[src/rtl/spi_mem_ctrl_if.sv]
// Memory request port shared by the CPU and debug/loader requesters.
//   req   : request level, held until done is seen
//   op    : 00 ROM read, 01 RAM read, 10 RAM write, 11 invalid
//   addr  : byte address
//   wdata : write data
//   done  : completion, high until req falls
// master modport belongs to the requester, slave modport to the controller.
interface spi_mem_ctrl_if;
   logic        req;
   logic [1:0]  op;
   logic [15:0] addr;
   logic [7:0]  wdata;
   logic        done;

   modport master (output req, op, addr, wdata, input done);
   modport slave  (input req, op, addr, wdata, output done);
endinterface

[src/rtl/spi_mem_ctrl.sv]
// SPI master for the external memory: flash for ROM reads, PSRAM for RAM
// reads and writes. Arbitrates one SPI bus between the dbg port (priority)
// and the cpu port, runs a 40-bit frame {cmd, 00, addr, data} per request
// and answers with a four-phase done.
//   clk, rst      : system clock, asynchronous active-high reset
//   cpu, dbg      : request ports (slave side)
//   rdata         : last read byte, shared by both ports
//   busy          : controller not idle
//   spi_sclk      : SPI clock, mode 0
//   spi_mosi      : serial data out, MSB first
//   spi_miso      : serial data in
//   spi_cs_rom_n  : flash chip select, active low
//   spi_cs_ram_n  : PSRAM chip select, active low
module spi_mem_ctrl #(
   parameter int CLK_DIV = 1
) (
   input  logic           clk,
   input  logic           rst,
   spi_mem_ctrl_if.slave  cpu,
   spi_mem_ctrl_if.slave  dbg,
   output logic [7:0]     rdata,
   output logic           busy,
   output logic           spi_sclk,
   output logic           spi_mosi,
   input  logic           spi_miso,
   output logic           spi_cs_rom_n,
   output logic           spi_cs_ram_n
);

   localparam int DIV_W = (CLK_DIV > 1) ? $clog2(CLK_DIV) : 1;

   typedef enum logic [2:0] {IDLE, START, SHIFT, FINISH, DONE} state_t;

   state_t             state_reg, state_next;
   logic               grant_reg, grant_next;      // 1 = dbg owns the bus
   logic [1:0]         op_reg, op_next;
   logic [15:0]        addr_reg, addr_next;
   logic [7:0]         wdata_reg, wdata_next;
   logic [39:0]        frame_reg, frame_next;
   logic [7:0]         rx_reg, rx_next;
   logic [DIV_W-1:0]   div_reg, div_next;
   logic [6:0]         edge_reg, edge_next;        // SCLK toggles so far
   logic               sclk_reg, sclk_next;
   logic               mosi_reg, mosi_next;
   logic               cs_rom_reg, cs_rom_next;
   logic               cs_ram_reg, cs_ram_next;
   logic [7:0]         rdata_reg, rdata_next;
   logic               cpu_done_reg, cpu_done_next;
   logic               dbg_done_reg, dbg_done_next;

   logic               div_last;
   logic               last_toggle;
   logic               gnt_req;
   logic               gnt_done;
   logic [39:0]        frame_load;

   assign div_last    = (div_reg == DIV_W'(CLK_DIV - 1));
   // 80 half-periods make the 40 SCLK periods; the 80th toggle is the final fall
   assign last_toggle = div_last && (edge_reg == 7'd79);
   assign gnt_req     = grant_reg ? dbg.req : cpu.req;
   assign gnt_done    = grant_reg ? dbg_done_reg : cpu_done_reg;
   assign frame_load  = {(op_reg == 2'b10) ? 8'h02 : 8'h03, 8'h00, addr_reg,
                         (op_reg == 2'b10) ? wdata_reg : 8'h00};

   // state register
   always_ff @(posedge clk or posedge rst) begin
      if (rst) state_reg <= IDLE;
      else     state_reg <= state_next;
   end

   // next-state logic
   always_comb begin
      state_next = state_reg;
      case (state_reg)
         IDLE: begin
            if (dbg.req)      state_next = (dbg.op == 2'b11) ? DONE : START;
            else if (cpu.req) state_next = (cpu.op == 2'b11) ? DONE : START;
         end
         START:  state_next = SHIFT;
         SHIFT:  if (last_toggle) state_next = FINISH;
         FINISH: state_next = DONE;
         DONE:   if (!gnt_req) state_next = IDLE;
         default: state_next = IDLE;
      endcase
   end

   // output / datapath logic
   always_comb begin
      grant_next    = grant_reg;
      op_next       = op_reg;
      addr_next     = addr_reg;
      wdata_next    = wdata_reg;
      frame_next    = frame_reg;
      rx_next       = rx_reg;
      div_next      = div_reg;
      edge_next     = edge_reg;
      sclk_next     = sclk_reg;
      mosi_next     = mosi_reg;
      cs_rom_next   = cs_rom_reg;
      cs_ram_next   = cs_ram_reg;
      rdata_next    = rdata_reg;
      cpu_done_next = cpu_done_reg;
      dbg_done_next = dbg_done_reg;
      case (state_reg)
         IDLE: begin
            cpu_done_next = 1'b0;
            dbg_done_next = 1'b0;
            if (dbg.req) begin
               grant_next = 1'b1;
               op_next    = dbg.op;
               addr_next  = dbg.addr;
               wdata_next = dbg.wdata;
            end else if (cpu.req) begin
               grant_next = 1'b0;
               op_next    = cpu.op;
               addr_next  = cpu.addr;
               wdata_next = cpu.wdata;
            end
         end
         START: begin
            frame_next  = frame_load;
            mosi_next   = frame_load[39];
            cs_rom_next = (op_reg != 2'b00);
            cs_ram_next = (op_reg == 2'b00);
            sclk_next   = 1'b0;
            div_next    = '0;
            edge_next   = '0;
         end
         SHIFT: begin
            if (div_last) begin
               div_next  = '0;
               sclk_next = ~sclk_reg;
               edge_next = edge_reg + 7'd1;
               if (!sclk_reg) begin
                  rx_next = {rx_reg[6:0], spi_miso};
               end else begin
                  frame_next = {frame_reg[38:0], 1'b0};
                  mosi_next  = frame_reg[38];
               end
            end else begin
               div_next = div_reg + DIV_W'(1);
            end
         end
         FINISH: begin
            cs_rom_next = 1'b1;
            cs_ram_next = 1'b1;
            sclk_next   = 1'b0;
            mosi_next   = 1'b0;
            if (op_reg != 2'b10) rdata_next = rx_reg;
         end
         DONE: begin
            // First DONE cycle always raises done (even if req already fell);
            // afterwards done follows the granted req.
            if (grant_reg) dbg_done_next = gnt_req || !gnt_done;
            else           cpu_done_next = gnt_req || !gnt_done;
         end
         default: ;
      endcase
   end

   always_ff @(posedge clk or posedge rst) begin
      if (rst) begin
         grant_reg    <= 1'b0;
         op_reg       <= 2'b00;
         addr_reg     <= '0;
         wdata_reg    <= '0;
         frame_reg    <= '0;
         rx_reg       <= '0;
         div_reg      <= '0;
         edge_reg     <= '0;
         sclk_reg     <= 1'b0;
         mosi_reg     <= 1'b0;
         cs_rom_reg   <= 1'b1;
         cs_ram_reg   <= 1'b1;
         rdata_reg    <= '0;
         cpu_done_reg <= 1'b0;
         dbg_done_reg <= 1'b0;
      end else begin
         grant_reg    <= grant_next;
         op_reg       <= op_next;
         addr_reg     <= addr_next;
         wdata_reg    <= wdata_next;
         frame_reg    <= frame_next;
         rx_reg       <= rx_next;
         div_reg      <= div_next;
         edge_reg     <= edge_next;
         sclk_reg     <= sclk_next;
         mosi_reg     <= mosi_next;
         cs_rom_reg   <= cs_rom_next;
         cs_ram_reg   <= cs_ram_next;
         rdata_reg    <= rdata_next;
         cpu_done_reg <= cpu_done_next;
         dbg_done_reg <= dbg_done_next;
      end
   end

   assign cpu.done     = cpu_done_reg;
   assign dbg.done     = dbg_done_reg;
   assign rdata        = rdata_reg;
   assign busy         = (state_reg != IDLE);
   assign spi_sclk     = sclk_reg;
   assign spi_mosi     = mosi_reg;
   assign spi_cs_rom_n = cs_rom_reg;
   assign spi_cs_ram_n = cs_ram_reg;

endmodule

[src/flat_wrapper.sv]
// flat-port wrapper written by rule: the top's interface ports become plain ports
module spi_mem_ctrl_flat 
#(
   parameter int CLK_DIV = 1
)
  (clk, rst, rdata, busy, spi_sclk, spi_mosi, spi_miso, spi_cs_rom_n, spi_cs_ram_n, cpu_req, cpu_op, cpu_addr, cpu_wdata, cpu_done, dbg_req, dbg_op, dbg_addr, dbg_wdata, dbg_done);
  spi_mem_ctrl_if cpu_i ();
  spi_mem_ctrl_if dbg_i ();
  input  logic clk;
  input  logic rst;
  output logic [7:0] rdata;
  output logic busy;
  output logic spi_sclk;
  output logic spi_mosi;
  input  logic spi_miso;
  output logic spi_cs_rom_n;
  output logic spi_cs_ram_n;
  input wire logic [$bits(cpu_i.req)-1:0] cpu_req;
  input wire logic [$bits(cpu_i.op)-1:0] cpu_op;
  input wire logic [$bits(cpu_i.addr)-1:0] cpu_addr;
  input wire logic [$bits(cpu_i.wdata)-1:0] cpu_wdata;
  output wire logic [$bits(cpu_i.done)-1:0] cpu_done;
  input wire logic [$bits(dbg_i.req)-1:0] dbg_req;
  input wire logic [$bits(dbg_i.op)-1:0] dbg_op;
  input wire logic [$bits(dbg_i.addr)-1:0] dbg_addr;
  input wire logic [$bits(dbg_i.wdata)-1:0] dbg_wdata;
  output wire logic [$bits(dbg_i.done)-1:0] dbg_done;
  assign cpu_i.req = cpu_req;
  assign cpu_i.op = cpu_op;
  assign cpu_i.addr = cpu_addr;
  assign cpu_i.wdata = cpu_wdata;
  assign cpu_done = cpu_i.done;
  assign dbg_i.req = dbg_req;
  assign dbg_i.op = dbg_op;
  assign dbg_i.addr = dbg_addr;
  assign dbg_i.wdata = dbg_wdata;
  assign dbg_done = dbg_i.done;
  spi_mem_ctrl #(.CLK_DIV(CLK_DIV)) u_core (.clk(clk), .rst(rst), .cpu(cpu_i), .dbg(dbg_i), .rdata(rdata), .busy(busy), .spi_sclk(spi_sclk), .spi_mosi(spi_mosi), .spi_miso(spi_miso), .spi_cs_rom_n(spi_cs_rom_n), .spi_cs_ram_n(spi_cs_ram_n));
endmodule
[config.mk]
export PLATFORM = sky130hd
export DESIGN_NAME = spi_mem_ctrl_flat
export DESIGN_NICKNAME = d
export VERILOG_FILES = /design/src/rtl/spi_mem_ctrl_if.sv /design/src/rtl/spi_mem_ctrl.sv /design/src/flat_wrapper.sv
export SDC_FILE = /design/constraint.sdc
export NUM_CORES = 1
export LEC_CHECK = 0
export CAP_MARGIN = 20
export CORE_UTILIZATION = 42
export DETAILED_ROUTE_END_ITERATION = 7
export GPL_TIMING_DRIVEN = 0
export PLACE_DENSITY = 0.66
export SLEW_MARGIN = 20
export SYNTH_ARGS = -nofsm -noshare
export SYNTH_HDL_FRONTEND = slang
export SYNTH_SLANG_ARGS = --single-unit
[constraint.sdc]
create_clock -name clk -period 3.2 [get_ports clk]
set_input_delay 0.32 -clock clk [delete_from_list [all_inputs] [get_ports clk]]
set_output_delay 0.32 -clock clk [all_outputs]
set_load 0.02 [all_outputs]
# == Yosys cells after proc, flatten, opt, wreduce, memory -nomap -nowiden ==
# Cells that the tools add are included.
# op_classes
add_sub_neg,2
eq_ne,16
bitwise,2
muxes,37
reduce_logical,24
# op_table
op,count
2-to-1 mux 39 bit,2
case mux 39 bit (2 select lines),1
2-to-1 mux 16 bit,2
2-to-1 mux 8 bit,3
2-to-1 mux 3 bit,6
case mux 3 bit (5 select lines),1
case mux 7 bit (2 select lines),1
case mux 1 bit (2 select lines),6
AND reduction 2 bit,6
AND reduction 3 bit,4
nonzero test 2 bit,6
2-to-1 mux 1 bit,11
"inequality test 2 bit, second input constant",4
"adder 7 x 1 -> 7 bit, second input constant",1
"== test 7 bit, second input constant",1
2-to-1 mux 7 bit,1
"== test 2 bit, second input constant",3
"== test 3 x 2 -> 1 bit, second input constant",2
"inequality test 2 x 1 -> 1 bit, second input constant",3
nonzero test 3 bit,2
2-to-1 mux 2 bit,2
"== test 3 x 1 -> 1 bit, second input constant",1
"== test 3 bit, second input constant",1
logical NOT 3 bit,1
9 further kinds,10
# word_totals
input_bits,57
out_inout_bits,15
elab_cells,97
register_bits,99

# == Longest topological paths before layout ==
# logic_depth
word_depth,5
ltp_mapped,6

# == Least setup slack after synthesis ==
# No wires, ideal clock.
# synth_path
path_kind,reg2reg
from,register u_core.state_reg[2]
to,register u_core.frame_reg[11]
path_stages_with_launch,6
required_ns,3.075
path_slack_ns,1.472
arrival_ns,1.603
setup_time_ns,0.125
path_buffers,2
period_less_slack_ns,1.728
cell_sequence,dfrtp_1 > or3b_1 > buf_2 > buf_6 > mux2_4 > mux2_2
# synth_via
elab_chain_len,3
word_cells_on_any_way,7
cone_classes,eq/ne (4); mux (1); reduce/logical (2)
# synth_rtl
element,line,rtl
from (decl),spi_mem_ctrl.sv:34,"state_t state_reg, state_next;"
from (signal assigned),spi_mem_ctrl.sv:68,else state_reg <= state_next;
== test 3 x 2 -> 1 bit or == test 3 x 1 -> 1 bit (tied branches),spi_mem_ctrl.sv:104,case (state_reg)
inequality test 2 bit (no source line) (tied with other cells),n/a,
AND reduction 3 bit (no source line),n/a,
to (signal assigned),spi_mem_ctrl.sv:183,frame_reg <= frame_next;
to (decl),spi_mem_ctrl.sv:39,"logic [39:0] frame_reg, frame_next;"
# Several ways; a longest one is shown, not always the timed one.
# A chain may end at the register's enable or synchronous reset.

# == Final worst setup path ==
# layout_path
from,register u_core.state_reg[2]
to,output busy
# layout_via
elab_chain_len,1
# layout_rtl
element,line,rtl
nonzero test 3 bit,spi_mem_ctrl.sv:200,assign busy = (state_reg != IDLE);
to (decl),flat_wrapper.sv:12,output logic busy;
# Every way passes these cells.

==> impl_metrics.toml <==
[cts]
cts_made_buffers = 9
post_cts_resized = 0
ctsRootBufferMaster = "clkbuf_16"
cts_sinks = 98
post-cts-setup-buffer-count = 0
clkSlewWorstSetupHoldPaths_ps = 70
cts_hold_buf = 0
cts.htree.levels = 3
clkLatencyLatePin_ps = 340
clock_path_buffers = 2
cts_tree = "done"

[detailed_routing]
detail_route.wl_per_cell_um = 14.9
detailedRoute.firstIterationViolations = 172
met2WireLength_um = 4230
drt-met1-wl_um = 4310
highest-signal-layer = "met4"
ant_nets = 0
drc = 0
firstDrtPassIters = 4
vias_per_cell = 5.12
wl_met3_um = 385
detailroute.via_count = 3092
postRouteWirelength_um = 9030

[power]
p_comb_share_pct = 42.6
switching_power_uw = 1810
power_frac_seq_pct = 37.6
switching_portion_of_total_power_pct = 32.8
ir_drop_mv = 0.449
power.internal_uw = 3710
power_frac_clock_pct = 19.8
total_leakage_power_uw = 0.00257
cellPowerDensity_nw_per_um2 = 924

[placed_design]
io_buffer_count = 71
place_inst = 588
hpwlAfterDp_um = 6390
globalplace.congestion = 0.789
placement.cell_area_sq_um = 5680

[run_status]
status = "completed"

[critical_path]
worst_path_class_setup = "flop to output port"
crit_buf_inv = 2
worst_path_dominant_cell_family = "buffers and inverters"
critPathRequiredTime_ps = 2880
startpoint_type = "flop"
timing.critical_path.fanout_max = 7
path_cells = "nor3_1 -> inv_1 -> clkdlybuf4s50_1"
worst_ep_arrival_time_ps = 1890
r2r_start = "u_core.state_reg[2]"
crit_path_max_incr_delay_ps = 550
critical_path.startpoint = "u_core.state_reg[2]"
cp-end-kind = "output port"
crit_path_top_delay_cell = "clkdlybuf4s50_1"

[logic_synthesis]
synth_nets = 434
synth_largest_type_area_fraction_pct = 50.5
gate_count_of_the_mapped_netlist = 376
ys_top_cells_by_area = "dfrtp_1 50%, mux2_2 23%, mux2_4 4.1%"
number_of_distinct_library_cell_variants_in_the_gate_level_netlist_after_synthesis = 42
synth_warnings = 0
synth.yosys.seq_area_share_pct = 51.6
synth_compound_gate_area_share_pct = 4.50
synth-xor-area-share_pct = 0.368
synth_commonest_cells = "96 x dfrtp_1, 96 x mux2_2, 21 x inv_1, 19 x mux2i_1, 18 x nand2_1"
postSynth.topFlopCell = "dfrtp_1"
synthMuxAreaShare_pct = 30.8
synth_adder_area_share_pct = 0.263
yosys_top_cell_by_area = "dfrtp_1"
synth_simple_gate_area_share_pct = 8.18
synth_top_family_by_area = "multiplexers"
synth_edf_count = 0
postSynthRegisterBits = 98
syn_avg_cell_area_sq_um = 12.7
syn_area_sq_um = 4760
asyncSetResetFlopFracSynth_pct = 100

[floorplan]
rows = 38
chipWidth_um = 108
die_area_sq_um = 11800
floorplan.initialDensity_pct = 43.5
top_level_ports = 72
die_outline_height_um = 108
core_sq_um = 10900

[sta]
worst-slew-pin-transition_ps = 661
final.setup_skew_ps = 9.61
timing.final.crit_period_ps = 2210
hold_viol = 0
min_period_over_period_pct = 69.2
clock.fmax_mhz = 452
max_slew_margin_pct = 55.8
setup-violations-final = 0
maxSlewViolCount = 0
grt_setup_unrepaired = "no"
fin_worst_hold_slack_ps = 371

[global_routing]
grt_antenna_before_repair = 0
global_route_usage_over_all_layers_pct = 16.8
grt.overflow.total = 0
wire_length_of_the_first_global_routing_pass_um = 15200
grt_max_degree = 55
grt_pass1_vias = 3182

[job]
drv.max_cap_violation_count = 0

[final_layout]
area.growth.synth_to_final_pct = 25.6
design_area_sq_um = 5980
final_net_count = 517
drive_gt1_share_pct = 31.3
fin_cells = 604
largest_register_ff_count = 39
num_antenna_cells = 0
finish.utilization_pct = 54.6

[min_path]
timing.hold.worst.class = "primary input to asynchronous set/reset pin"
[worst register-to-register path, stage by stage, from the launching register on]
cell and delay (ps):
dfrtp_1 440, nor3_1 490, nor2b_1 210, buf_2 230, buf_4 240, mux2_2 360
[metal layers]
layer	vias up	track usage [%]
met5	-	0
met4	0	5.79
met3	10	3.50
met2	53	26.8
met1	1529	22.6
li1	1500	-
[metrics by stage]
stage | TNS, ps | setup WS [ps] | total power, uW
2_1_floorplan | 0 | 321 | 3840
3_3_place_gp | -116290 | -1210 | 4410
3_5_place_dp | 0 | 935 | 4470
4_1_cts | 0 | 956 | 5580
5_1_grt | 0 | 884 | 5880
6_report | 0 | 986 | 5520
[area by class of cell]
| cell class | instances | area, sq um |
|---|---|---|
| Timing Repair Buffer | 72 | 738 |
| Buffer | 23 | 124 |
| Clock buffer | 10 | 229 |
| Inverter | 21 | 83.8 |
| Fill cell | 941 | 4960 |
| Tap cell | 140 | 175 |
| Sequential cell | 98 | 2450 |
| Multi-Input combinational cell | 234 | 2100 |
| Clock inverter | 6 | 71.3 |
[power by group through the flow]
stage                     Clock [uW]  Combinational (uW)  Sequential, uW
after global placement             0                2330            2080
after floorplan                    0                1750            2090
after global routing            1170                2560            2150
final                           1090                2350            2080
after detailed placement           0                2370            2100
after CTS                       1120                2380            2080
[placed cells by master (no fill, tap or decap), types with 3 or more instances in the layout]
| cell | n |
|---|---|
| clkdlybuf4s50_1 | 71 |
| buf_2 | 9 |
| mux2_4 | 13 |
| a31oi_1 | 4 |
| mux2i_1 | 19 |
| clkbuf_16 | 9 |
| mux2_2 | 96 |
| a22o_1 | 3 |
| nand2_1 | 18 |
| nor2b_1 | 4 |
| a21oi_1 | 8 |
| nor3_1 | 3 |
| and3_1 | 3 |
| nor4bb_1 | 4 |
| nor2_1 | 13 |
| buf_4 | 3 |
| nand3_1 | 5 |
| inv_1 | 20 |
| dfrtp_1 | 96 |
| o21ai_0 | 8 |
| a211oi_1 | 3 |
| nand3b_1 | 5 |
| o31ai_1 | 3 |
| inv_6 | 4 |
| clkbuf_1 | 10 |
[final timing paths]
path / end / slack (ps) / cells after the start
setup reg to reg: u_core.addr_reg[14] / 1110 / 5
setup / recovery: busy / 990 / 3
max in group asynchronous: u_core.frame_reg[5] / 2240 / 3
min in group clk: u_core.spi_cs_ram_n / 480 / 2
hold / removal: u_core.frame_reg[28] / 370 / 2
hold reg to reg: u_core.spi_cs_ram_n / 480 / 2
[kinds of logic (layout without fill, tap and decap cells)]
family	Yosys count	after routing
buffers and inverters	44	132
AO/OA/AOI/OAI	33	33
XOR/XNOR	2	2
flip-flops	98	98
multiplexers	128	128
AND/OR/NAND/NOR	70	70
adder cells (fa/ha/maj)	1	1
No activity file was read; power rests on OpenSTA's default activity.
